**config.mk**
```make
export PLATFORM = sky130hd
export DESIGN_NAME = mem_ctrl_flat
export DESIGN_NICKNAME = d
export VERILOG_FILES = /design/src/rtl/mem_ctrl_if.sv /design/src/rtl/mem_ctrl.sv /design/src/flat_wrapper.sv
export SDC_FILE = /design/constraint.sdc
export NUM_CORES = 1
export LEC_CHECK = 0
export ABC_AREA = 1
export BUFFER_PORTS_ARGS = -buffer_cell sky130_fd_sc_hd__buf_2
export CAP_MARGIN = 15
export CORE_MARGIN = 2
export CORE_UTILIZATION = 40
export CTS_CLUSTER_DIAMETER = 60
export CTS_CLUSTER_SIZE = 40
export DETAILED_ROUTE_END_ITERATION = 8
export PLACE_DENSITY = 0.61
export SLEW_MARGIN = 20
export SYNTH_ARGS = -nofsm -noshare
export SYNTH_HDL_FRONTEND = slang
export SYNTH_SLANG_ARGS = --single-unit
```
**constraint.sdc**
```tcl
create_clock -name clk -period 4 [get_ports clk]
set_input_delay 0.4 -clock clk [delete_from_list [all_inputs] [get_ports clk]]
set_output_delay 0.4 -clock clk [all_outputs]
set_load 0.05 [all_outputs]
```
**src/rtl/mem_ctrl_if.sv**
```systemverilog
// Request/response and byte-wide RAM bus signals for mem_ctrl.
// master = MEM stage plus RAM side; slave = the controller.
interface mem_ctrl_if #(
  parameter int ADDR_W = 32
);
  logic              req_i;
  logic              we_i;
  logic [ADDR_W-1:0] addr_i;
  logic [1:0]        size_i;
  logic              unsigned_i;
  logic [31:0]       wdata_i;
  logic              busy_o;
  logic              done_o;
  logic [31:0]       rdata_o;
  logic [ADDR_W-1:0] mem_a;
  logic [7:0]        mem_dout;
  logic              mem_wr;
  logic [7:0]        mem_din;

  modport slave (
    input  req_i, we_i, addr_i, size_i, unsigned_i, wdata_i, mem_din,
    output busy_o, done_o, rdata_o, mem_a, mem_dout, mem_wr
  );

  modport master (
    output req_i, we_i, addr_i, size_i, unsigned_i, wdata_i, mem_din,
    input  busy_o, done_o, rdata_o, mem_a, mem_dout, mem_wr
  );
endinterface

```
**src/rtl/mem_ctrl.sv**
```systemverilog
// Serialises 1/2/4-byte loads/stores onto an 8-bit RAM bus, little-endian.
// Optional MEM_CTRL_SIGN_EXT_EN: sign-extend loads when unsigned_i = 0.
module mem_ctrl #(
  parameter int ADDR_W = 32
) (
  input  logic        clk,
  input  logic        rst,
  mem_ctrl_if.slave   bus
);
  typedef enum logic [1:0] {IDLE, READ, WRITE, DONE} state_t;

  state_t            state, state_nx;
  logic              we_q;
  logic [1:0]        size_q;
  logic [ADDR_W-1:0] addr_q;
  logic [31:0]       wdata_q;
  logic [2:0]        cnt;
  logic [2:0]        last;
  logic [31:0]       rbuf;
  logic [31:0]       rmerge;
  logic [31:0]       rext;
  logic [1:0]        cap_lane;
  logic [1:0]        nxt_lane;
`ifdef MEM_CTRL_SIGN_EXT_EN
  logic              uns_q;
`endif

  always_comb begin
    case (size_q)
      2'b00:   last = 3'd0;
      2'b01:   last = 3'd1;
      default: last = 3'd3;
    endcase
  end

  always_ff @(posedge clk) begin
    if (rst) state <= IDLE;
    else     state <= state_nx;
  end

  // READ runs N+1 cycles: cycle cnt captures the byte addressed in cycle cnt-1.
  always_comb begin
    state_nx    = state;
    bus.busy_o  = (state != IDLE);
    bus.done_o  = (state == DONE);
    case (state)
      IDLE:    if (bus.req_i) state_nx = bus.we_i ? WRITE : READ;
      READ:    if (cnt == last + 3'd1) state_nx = DONE;
      WRITE:   if (cnt == last) state_nx = DONE;
      default: state_nx = IDLE;
    endcase
  end

  assign cap_lane = 2'(cnt - 3'd1);
  assign nxt_lane = 2'(cnt + 3'd1);

  // The final byte arrives in the same cycle rdata_o is loaded, so merge it here.
  always_comb begin
    rmerge = rbuf;
    rmerge[{cap_lane, 3'b000} +: 8] = bus.mem_din;
  end

  always_comb begin
    case (size_q)
      2'b00:   rext = {24'h0, rmerge[7:0]};
      2'b01:   rext = {16'h0, rmerge[15:0]};
      default: rext = rmerge;
    endcase
`ifdef MEM_CTRL_SIGN_EXT_EN
    if (!uns_q) begin
      case (size_q)
        2'b00:   rext = {{24{rmerge[7]}}, rmerge[7:0]};
        2'b01:   rext = {{16{rmerge[15]}}, rmerge[15:0]};
        default: rext = rmerge;
      endcase
    end
`endif
  end

  always_ff @(posedge clk) begin
    if (rst) begin
      we_q         <= 1'b0;
      size_q       <= '0;
      addr_q       <= '0;
      wdata_q      <= '0;
      cnt          <= '0;
      rbuf         <= '0;
      bus.rdata_o  <= '0;
      bus.mem_a    <= '0;
      bus.mem_dout <= '0;
      bus.mem_wr   <= 1'b0;
`ifdef MEM_CTRL_SIGN_EXT_EN
      uns_q        <= 1'b0;
`endif
    end else begin
      case (state)
        IDLE: begin
          bus.mem_wr <= 1'b0;
          if (bus.req_i) begin
            we_q      <= bus.we_i;
            size_q    <= bus.size_i;
            addr_q    <= bus.addr_i;
            wdata_q   <= bus.wdata_i;
            cnt       <= '0;
            bus.mem_a <= bus.addr_i;
`ifdef MEM_CTRL_SIGN_EXT_EN
            uns_q     <= bus.unsigned_i;
`endif
            if (bus.we_i) begin
              bus.mem_dout <= bus.wdata_i[7:0];
              bus.mem_wr   <= 1'b1;
            end
          end
        end
        READ: begin
          if (cnt != 3'd0) rbuf <= rmerge;
          if (cnt < last) bus.mem_a <= addr_q + ADDR_W'(cnt + 3'd1);
          if (cnt == last + 3'd1) bus.rdata_o <= rext;
          cnt <= cnt + 3'd1;
        end
        WRITE: begin
          if (cnt < last) begin
            bus.mem_a    <= addr_q + ADDR_W'(cnt + 3'd1);
            bus.mem_dout <= wdata_q[{nxt_lane, 3'b000} +: 8];
            bus.mem_wr   <= 1'b1;
          end else begin
            bus.mem_wr   <= 1'b0;
          end
          cnt <= cnt + 3'd1;
        end
        default: bus.mem_wr <= 1'b0;
      endcase
    end
  end

  logic unused_we;
  assign unused_we = we_q;
endmodule

```
**src/flat_wrapper.sv**
```systemverilog
// flat-port wrapper written by rule: the top's interface ports become plain ports
module mem_ctrl_flat 
#(
  parameter int ADDR_W = 32
)
  (clk, rst, bus_req_i, bus_we_i, bus_addr_i, bus_size_i, bus_unsigned_i, bus_wdata_i, bus_mem_din, bus_busy_o, bus_done_o, bus_rdata_o, bus_mem_a, bus_mem_dout, bus_mem_wr);
  mem_ctrl_if #(.ADDR_W(ADDR_W)) bus_i ();
  input  logic clk;
  input  logic rst;
  input wire logic [$bits(bus_i.req_i)-1:0] bus_req_i;
  input wire logic [$bits(bus_i.we_i)-1:0] bus_we_i;
  input wire logic [$bits(bus_i.addr_i)-1:0] bus_addr_i;
  input wire logic [$bits(bus_i.size_i)-1:0] bus_size_i;
  input wire logic [$bits(bus_i.unsigned_i)-1:0] bus_unsigned_i;
  input wire logic [$bits(bus_i.wdata_i)-1:0] bus_wdata_i;
  input wire logic [$bits(bus_i.mem_din)-1:0] bus_mem_din;
  output wire logic [$bits(bus_i.busy_o)-1:0] bus_busy_o;
  output wire logic [$bits(bus_i.done_o)-1:0] bus_done_o;
  output wire logic [$bits(bus_i.rdata_o)-1:0] bus_rdata_o;
  output wire logic [$bits(bus_i.mem_a)-1:0] bus_mem_a;
  output wire logic [$bits(bus_i.mem_dout)-1:0] bus_mem_dout;
  output wire logic [$bits(bus_i.mem_wr)-1:0] bus_mem_wr;
  assign bus_i.req_i = bus_req_i;
  assign bus_i.we_i = bus_we_i;
  assign bus_i.addr_i = bus_addr_i;
  assign bus_i.size_i = bus_size_i;
  assign bus_i.unsigned_i = bus_unsigned_i;
  assign bus_i.wdata_i = bus_wdata_i;
  assign bus_i.mem_din = bus_mem_din;
  assign bus_busy_o = bus_i.busy_o;
  assign bus_done_o = bus_i.done_o;
  assign bus_rdata_o = bus_i.rdata_o;
  assign bus_mem_a = bus_i.mem_a;
  assign bus_mem_dout = bus_i.mem_dout;
  assign bus_mem_wr = bus_i.mem_wr;
  mem_ctrl #(.ADDR_W(ADDR_W)) u_core (.clk(clk), .rst(rst), .bus(bus_i));
endmodule
```
; ---- Yosys cells after proc, flatten, opt, wreduce, memory -nomap -nowiden
; Index checks and enable logic that the tools add are counted.
[word_totals]
ff_bits = 176
inputBits = 79
output_inout_bits = 75
wordCells = 67
[op_classes]
add_sub_neg = 6
magnitude_cmp = 1
eq_ne = 12
shift = 3
n_mux = 21
n_reduce_logical = 14
[op_table]
columns = cell, n
row1 = 32-bit one-hot mux with 2 select lines, 2
row2 = 32-bit 2-to-1 mux, 2
row3 = 32-bit adder, 1
row4 = 32-bit bitwise mux, 1
row5 = "8-bit by 7-bit variable shift with 32-bit output, first input constant", 1
row6 = 32-bit by 6-bit variable part select with 8-bit output, 1
row7 = 8-bit by 7-bit variable part select with 32-bit output, 1
row8 = 8-bit 2-to-1 mux, 3
row9 = 8-bit one-hot mux with 2 select lines, 1
row10 = 2-bit 2-to-1 mux, 4
row11 = "2-bit by 1-bit != test with 1-bit output, second input constant", 4
row12 = 2-bit AND reduction, 4
row13 = 5-bit negation with 7-bit output, 1
row14 = 2-bit one-hot mux with 3 select lines, 1
row15 = 3-bit one-hot mux with 2 select lines, 1
row16 = 3-bit AND reduction, 2
row17 = 2-bit nonzero test, 3
row18 = "3-bit by 1-bit adder with 4-bit output, second input constant", 1
row19 = "2-bit by 1-bit == test with 1-bit output, second input constant", 2
row20 = "2-bit == test, second input constant", 2
row21 = 2-bit zero test, 2
row22 = "2-bit != test, second input constant", 2
row23 = 2-bit one-hot mux with 2 select lines, 1
row24 = 4-bit AND reduction, 1
row25 = other kinds (11), 13

; ---- Logic depth before layout (Yosys ltp)
; Gate-level depths: netlist of run 1.
[depth]
word_depth = 6
depth_mapped = 15
ltp_nobuf = 14

; ---- Worst setup path before layout of run 1
; Ideal clock, no wire load.
[synth_timing]
path_type = register to register
startpoint = register u_core.cnt[0]
endpoint = register u_core.bus.mem_a[26]
setup_ps = 132
arrival_ps = 2228
required_time_ps = 3868
setup_slack_ps = 1639
stages_incl_launch_ff = 13
n_path_buf = 1
synth_period_minus_slack_ps = 2361
path_cell_list = dfxtp_1 > inv_1 > clkbuf_1 > ha_1 > fa_1 > nand2_1 > nand3_1 > nand3_1 > nor2_4 > nand3_1 > nand3_1 > nand2_1 > a21oi_1
[synth_between]
elab_chain_cells = 4
word_cells_on_any_way = 7
classes_between = add/sub: 2 / order compare: 1 / eq/ne: 1 / mux: 2 / reduce/logical: 1
[synth_lines]
columns = item, line
row1 = "start, declared", mem_ctrl.sv:17  ; logic [2:0] cnt;
row2 = "start signal, assigned", mem_ctrl.sv:119  ; cnt <= cnt + 3'd1;
row3 = "start signal, assigned", mem_ctrl.sv:129  ; cnt <= cnt + 3'd1;
row4 = 3-bit by 1-bit adder with 4-bit output, "mem_ctrl.sv:117, mem_ctrl.sv:123"
row5 = 32-bit adder, "mem_ctrl.sv:117, mem_ctrl.sv:123"
row6 = 32-bit 2-to-1 mux, "mem_ctrl.sv:117, mem_ctrl.sv:122"
row7 = 32-bit one-hot mux with 2 select lines, mem_ctrl.sv:96  ; case (state)
row8 = "end signal, assigned", mem_ctrl.sv:105  ; bus.mem_a <= bus.addr_i;
row9 = "end signal, assigned", mem_ctrl.sv:117  ; if (cnt < last) bus.mem_a <= addr_q + ADDR_W'(cnt + 3'd1);
row10 = "end signal, assigned", mem_ctrl.sv:123  ; bus.mem_a <= addr_q + ADDR_W'(cnt + 3'd1);
row11 = "end, declared", mem_ctrl_if.sv:22  ; output busy_o, done_o, rdata_o, mem_a, mem_dout, mem_wr
; Several ways; a longest one is shown, not always the timed one. The select of a mux whose other input is x is not followed.
; A chain may end at the register's enable or synchronous reset.

; ---- Worst setup path after layout of run 1
[layout_timing]
startpoint = register u_core.size_q[1]
endpoint = register u_core.bus.mem_a[1]
[layout_between]
elab_chain_cells = 5
word_cells_on_any_way = 6
classes_between = order compare: 1 / eq/ne: 2 / mux: 1 / reduce/logical: 2
[layout_lines]
columns = item, line
row1 = "start, declared", mem_ctrl.sv:14  ; logic [1:0] size_q;
row2 = "start signal, assigned", mem_ctrl.sv:101  ; size_q <= bus.size_i;
row3 = 2-bit by 1-bit == test with 1-bit output / 2-bit zero test (equally long branches), mem_ctrl.sv:29  ; case (size_q)
row4 = 2-bit one-hot mux with 2 select lines *, mem_ctrl.sv:29
row5 = 3-bit by 2-bit less-than comparator with 1-bit output *, "mem_ctrl.sv:117, mem_ctrl.sv:122"
row6 = 2-bit by 1-bit != test with 1-bit output (no source line) *, -
row7 = 3-bit AND reduction (no source line) *, -
; Every way passes the cells marked *; elsewhere a longest branch is shown, timed or not.

==> results of run 1 <==
## layout by cell type, fill, tap and decap left out, drive strengths merged
cell / count
a211oi: 2
a21oi: 135
a22oi: 6
a31oi: 2
and2: 1
and3: 1
buf: 163
bufinv: 4
clkbuf: 21
clkinv: 9
clkinvlp: 1
dfxtp: 176
fa: 1
ha: 16
inv: 117
nand2: 173
nand3: 69
nand3b: 7
nand4: 8
nor2: 207
nor3: 4
nor3b: 1
o2111ai: 2
o211a: 1
o211ai: 8
o21ai: 164
o22ai: 16
o31ai: 1
o32ai: 8
or2: 2
xnor2: 6
xor2: 8
## state kept, by name (all words and copies together) (netlist names)
| name | cells |
|---|---|
| u_core.addr_q | 32 |
| u_core.bus.mem_a | 32 |
| u_core.bus.rdata_o | 32 |
| u_core.rbuf | 32 |
| u_core.wdata_q | 32 |
| u_core.bus.mem_dout | 8 |
| u_core.cnt | 3 |
| u_core.size_q | 2 |
| u_core.state | 2 |
| u_core.bus.mem_wr | 1 |
## cell families (layout without fill, tap and decap cells)
group	after synthesis	count (layout)
fa+ha+maj	17	17
buf+inv	192	315
flops	176	176
simple gates	473	473
compound gates	345	345
xor+xnor	14	14
## power by group through the flow
stage                     clock [W]  combinational [W]  sequential (W)
final                       0.00182            0.00366         0.00244
after global routing        0.00194            0.00409         0.00250
after CTS                   0.00186            0.00368         0.00244
after detailed placement          0            0.00366         0.00248
after global placement            0            0.00363         0.00247
after floorplan                   0            0.00228         0.00297
## per-layer routing
metal / GRT usage / wire length (um)
met1: 0.300 / 11300
met2: 0.332 / 10600
met3: 0.0399 / 1140
met4: 0.0519 / 319
met5: 0 / 0
## stage by stage
step	cells	instance area (sq um)	hold WS (ns)	setup slack (ns)
finish	1615	9980	0.225	1.05
floorplan	1217	8470	0.424	1.64
CTS	1615	9980	0.204	0.997
detailed placement	1583	9340	0.442	0.998
global route	1615	9980	0.218	0.774
global placement	1583	9340	0.440	1.01
## synth_stat cells (all sizes together) (7+ instances only)
library cell  number
a21oi            135
buf               23
clkbuf            49
dfxtp            176
ha                16
inv              117
nand2            173
nand3             69
nand3b             7
nand4              8
nor2             207
o211ai             8
o21ai            164
o22ai             16
o32ai              8
xor2               8
## area by class of cell
| class | instances | area (sq um) |
|---|---|---|
| multi-input cells | 849 | 4160 |
| inverters | 120 | 454 |
| clock buffers | 21 | 470 |
| well taps | 275 | 344 |
| clock inverters | 11 | 179 |
| fillers | 2171 | 10900 |
| flip-flops and latches | 176 | 3520 |
| repair buffers | 163 | 856 |
## critical path, cell delays in order (launching register included)
cell	delay [ns]
dfxtp_1	0.55
or2_2	0.51
ha_1	0.22
nor2_1	0.13
nor2_1	0.09
o21ai_2	0.69
inv_2	0.32
o21ai_0	0.24
a31oi_1	0.06
## path summary, 6_finish.rpt
kind / to / slack [ns]
setup / recovery: u_core.bus.mem_a[1]$_SDFFE_PP0P_ / 1.05
setup reg to reg: u_core.bus.mem_a[1]$_SDFFE_PP0P_ / 1.05
hold / removal: u_core.wdata_q[11]$_SDFFE_PP0P_ / 0.23
hold reg to reg: u_core.wdata_q[15]$_SDFFE_PP0P_ / 0.45
==> run metrics, run 1 <==
top cells by area, synth dfxtp_1 42%, o21ai_0 9.5%, nor2_1 8.9%; vias in the first global route 7374; headroom to the max-slew limit 0.388; drt first pass iters 5; post-CTS sizing 0; gpl congestion approximately 0.94; P_sw 0.00360 W; 1st-iter DRT viols 505; largest net degree at the start of global routing just over 100; worst endpoint required time 4.30 ns; H-tree levels 4; Layout Skew ~0.0073 ns; share of the synthesized area in the top cell type 0.416; WL per Instance 14.5 um; Primary FF master, synth dfxtp_1; post-layout minimum cycle time 2.95 ns; post-route total power just under 0.008 W; Total Routing Usage GR 0.212; NumNets Final around 1400; worst reg2reg path depth 8; first-pass GRT wire length 37900 um; leading area contributor after synthesis dfxtp_1; clk slew on worst S/H paths 0.07 ns; register bit count reported by yosys 176; Synth Area in Compound Gates 0.217; Cell variety after synth between 40 and 50; WL final 23400 um; fin util 0.478; Chip Width 150 um; Setup TNS 0 ns; max cap viols 0; Initial Util 0.406; layout cells sized above 1 0.158; Core Rows between 50 and 60; clk_lat worst skew 0.43 ns; EDFF count, synth 0; area delta synth->final 17.9%; RSZ-0062 raised after global routing no; Hold Path Cell Cnt 3; port bufs around 150; DP HPWL 15900 um; R2R Path Start u_core.size_q[1]$_SDFFE_PP0P_; antenna cells 0; max-slew violations 0; register area share after synthesis 0.416; Pwr Density 793 nW/um^2; Final setup viols 0; Final Hold Fails 0; DIE HEIGHT 150 um; syn nets between 1000 and 1500; core area 20900 sq um; status finished clean; main combinational cell family by area after synthesis simple AND/OR/NAND/NOR gates; CP Launch Type register; arrival time of the worst setup path 3.24 ns; CTS tree built; Worst-Margin Slew a little over 0.9 ns; antenna violations before repair 0; Pint 0.00432 W; CTS Buf Count 17; cts hold-fix bufs 0; Syn Inst Count 1217; syn_area_per_cell 6.96 sq um; Max Root-Sink Buffers 2; total die area 22400 sq um; Max Clk Rate 339 MHz; Clock Tree Root clkbuf_16; Synth Area in Adders 0.0260; worst hold path type primary input to register; vias 8153; Crit Path Max Fanout 22; post-synthesis mux area share 0; GR Overflow Total 0; postcts setup bufs 0; Vias/cell 5.05; Setup Crit Path Kind register to register; final worst path period share 0.737; worst hold start bus_wdata_i[11]; Static Leak 4.41 nW; crit path from u_core.size_q[1]$_SDFFE_PP0P_; simple-gate share of the synthesized area 0.232; clock group share of total power 0.230; CTS sink count 176; sw frac 0.454; IO Pins 154; Post-Syn Area between 8000 and 9000 sq um; Yosys warning count 0; post-route ant nets 0; Logic pwr share 0.462; Async SR Flop Fraction 0; xor/xnor cell area share of the yosys netlist 0.0154; Setup crit end kind register; peak supply drop between 0.4 and 0.5 mV; Flop pwr share 0.309; DRC Markers 0
Power figures use the tool's default switching activity.
==> run 2, diff against run 1 <==
Settings changed: ABC_AREA 1 to 0.
Clock period 4 ns to 2.9 ns, I/O delays scaled along.
==> run 2 against run 1 <==
Effect of this change: hold slack got worse by 0.13 ns; clock skew increased by 0.0069 ns; combinational power increased by 4%; largest power group unchanged; power increased by 17%; area after synthesis decreased by 4.8%; wire length decreased by 6.4%; setup slack got worse by 0.79 ns; fmax increased by 12%; core utilization increased by 1.7 points; clock-buffer cell count increased by 1; register-to-register slack got worse by 0.79 ns; clock power increased by 25%.
==> run metrics, run 2 <==
DIE HEIGHT 146 um; Logic pwr share 0.411; register area share after synthesis 0.437; Primary FF master, synth dfxtp_1; max-slew violations 0; worst reg2reg path depth 9; Final WS setup 0.259 ns; core area slightly below 20000 sq um; Max Root-Sink Buffers 2; vias 7302; FF-to-FF End u_core.bus.mem_a[11]$_SDFFE_PP0P_; Async SR Flop Fraction 0; Worst-Margin Slew 0.987 ns; crit path from u_core.cnt[0]$_SDFFE_PP0P_; antenna violations before repair 1; Cell variety after synth 58; syn_area_per_cell 8.30 sq um; final worst path period share 0.911; Initial Util 0.410; Core Rows 51; WL per Instance 15.9 um; gpl congestion 0.823; Setup TNS 0 ns; Setup crit end u_core.bus.mem_a[11]$_SDFFE_PP0P_; share of the synthesized area in the top cell type 0.437; DP HPWL 15100 um; area delta synth->final 20.7%; worst slack at placement 0.274 ns; R2R Path Start u_core.cnt[0]$_SDFFE_PP0P_; Pint 0.00543 W; drt first pass iters 8; CP Launch Type register; Clock Tree Root clkbuf_16; H-tree levels 4; worst endpoint required time 3.18 ns; Layout Skew 0.0142 ns; postcts setup bufs 0; headroom to the max-slew limit 0.342; Static Leak 3.75 nW; post-route ant nets 0; Setup Crit Path Kind register to register; cts hold-fix bufs 0; reg-to-reg slack, setup 0.26 ns; P_sw ~0.0038 W; peak supply drop 0.506 mV; IO Pins approximately 150; CP top delay family compound AO/OA/AOI/OAI gates; Pwr Density 948 nW/um^2; largest net degree at the start of global routing 93; Final setup viols 0; cell with the most instances after synthesis nand2_1; Yosys warning count 0; Chip Width 146 um; Vias/cell 5.28; Top cell by count, worst path ha_1; clock group share of total power 0.247; most frequent cells in the layout 189 x nand2_1, 176 x dfxtp_1, 151 x buf_2; register bit count reported by yosys between 150 and 200; first-pass GRT wire length between 30000 and 40000 um; status finished clean; DRC Markers 0; CP bufs+invs 2; EDFF count, synth 0; CP max stage cell o21ai_1; vias in the first global route just under 7000; port bufs around 150; DP Area approximately 9200 sq um; sw frac 0.411; top cells by area, synth dfxtp_1 44%, nand2_1 8.8%, a21oi_1 7.6%; CP cell instances inv_1 > ha_1 > ha_1 > a21oi_1 > o21ai_1 > buf_4 > nand4_1 > xor2_1 > o22ai_1; CTS sink count 176; NumNets Final 1203; worst hold path type primary input to register; Post-Syn Area roughly 8100 sq um; Post-Place Cells 1353; Post-synth top cells 190 x nand2_1, 176 x dfxtp_1, 122 x a21oi_1; Final Instance Area 9730 sq um; Hold Path Cell Cnt 3; Total Routing Usage GR 0.204; slowest stage delay, CP ~0.6 ns; arrival time of the worst setup path ~3 ns; Final Hold Fails 0; RSZ-0062 raised after global routing no; leading area contributor after synthesis dfxtp_1; Max Clk Rate 379 MHz; Crit Path Max Fanout 9; WL final between 20000 and 25000 um; syn nets 1068; Critical Path Stages 9; Flop pwr share 0.341; clk slew on worst S/H paths 0.07 ns; layout cells sized above 1 0.201; Syn Inst Count slightly below 1000; CTS Buf Count 17; post-layout minimum cycle time roughly 2.6 ns; Setup crit end kind register; 1st-iter DRT viols 453; clk_lat worst skew around 0.43 ns; fin util 0.495; commonest non-fill, non-tap cell in the layout nand2_1; GR Overflow Total 0; total die area approximately 21000 sq um; CTS tree built; Final Non-Filler Cells 1382; post-CTS sizing 0; max cap viols 0
-- run 2: changes by cell type after synthesis, sizes merged, moves of 16 or more --
cell / change
nor2: -123
nand2b: +19
a211o: +17
nand2: +17
nor2b: +20
inv: -106
xor2: +17
a211oi: +36
a311oi: +16
mux2i: +19
nand3: -58
o21ai: -151
-- run 2: worst min path at each step --
stage	endpoint	start	slack [ns]
final	u_core.bus.mem_a[9]$_SDFFE_PP0P_	bus_addr_i[9]	0.09
after global routing	u_core.wdata_q[11]$_SDFFE_PP0P_	bus_wdata_i[11]	0.09
after CTS	u_core.bus.mem_a[9]$_SDFFE_PP0P_	bus_addr_i[9]	0.09
after detailed placement	u_core.bus.rdata_o[22]$_SDFFE_PP0P_	u_core.bus.rdata_o[22]$_SDFFE_PP0P_	0.44
after global placement	u_core.bus.rdata_o[18]$_SDFFE_PP0P_	u_core.bus.rdata_o[18]$_SDFFE_PP0P_	0.44
after floorplan	u_core.bus.mem_a[7]$_SDFFE_PP0P_	bus_addr_i[7]	0.41
-- run 2: logic make-up after synthesis --
logic type,after synthesis,share of synthesized area
and+or+nand+nor,385,0.215
AOI/OAI and AO/OA,256,0.203
DFF,176,0.437
buffers and inverters,82,0.0402
xor gates and xnor gates,28,0.0304
muxes,28,0.0473
adders and majority gates,17,0.0273
-- run 2: layer usage --
metal  wire, um  track usage  part of all wire
met2      10200        0.329              0.47
met1      10300        0.276              0.47
met3       1100       0.0417             0.050
met4        280       0.0646             0.013
met5          0            0                 0
-- run 2: worst reg2reg max path: cells and delay by family (launching register included) --
| family | cells | cell delay (ns) |
|---|---|---|
| buffers and inverters | 2 | 0.39 |
| AND/OR/NAND/NOR | 1 | 0.11 |
| AO/OA/AOI/OAI | 3 | 0.77 |
| adder cells (fa/ha/maj) | 2 | 0.68 |
| flip-flops | 1 | 0.37 |
| XOR/XNOR | 1 | 0.17 |
-- run 2: per-stage QoR --
| stage | total power [W] | hold WS (ns) |
|---|---|---|
| finish | 0.00923 | 0.0923 |
| global route | 0.00977 | 0.0893 |
| CTS | 0.00929 | 0.0850 |
| detailed placement | 0.00700 | 0.441 |
| global placement | 0.00698 | 0.436 |
| floorplan | 0.00591 | 0.409 |
-- run 2: area by class of cell --
type,instances,area (sq um)
Antenna cell,1,2.50
Clock buffer,22,454
Clock inverter,6,111
Fill cell,2002,9920
Inverter,12,45.0
Multi-Input combinational cell,714,4230
Sequential cell,176,3520
Tap cell,265,332
Timing Repair Buffer,186,1030
-- run 2: power groups by stage --
stage	combinational (W)	clock (W)	sequential [W]
finish	0.00380	0.00228	0.00315
global route	0.00414	0.00243	0.00320
CTS	0.00382	0.00233	0.00315
detailed placement	0.00381	0	0.00320
global placement	0.00379	0	0.00319
floorplan	0.00198	0	0.00393
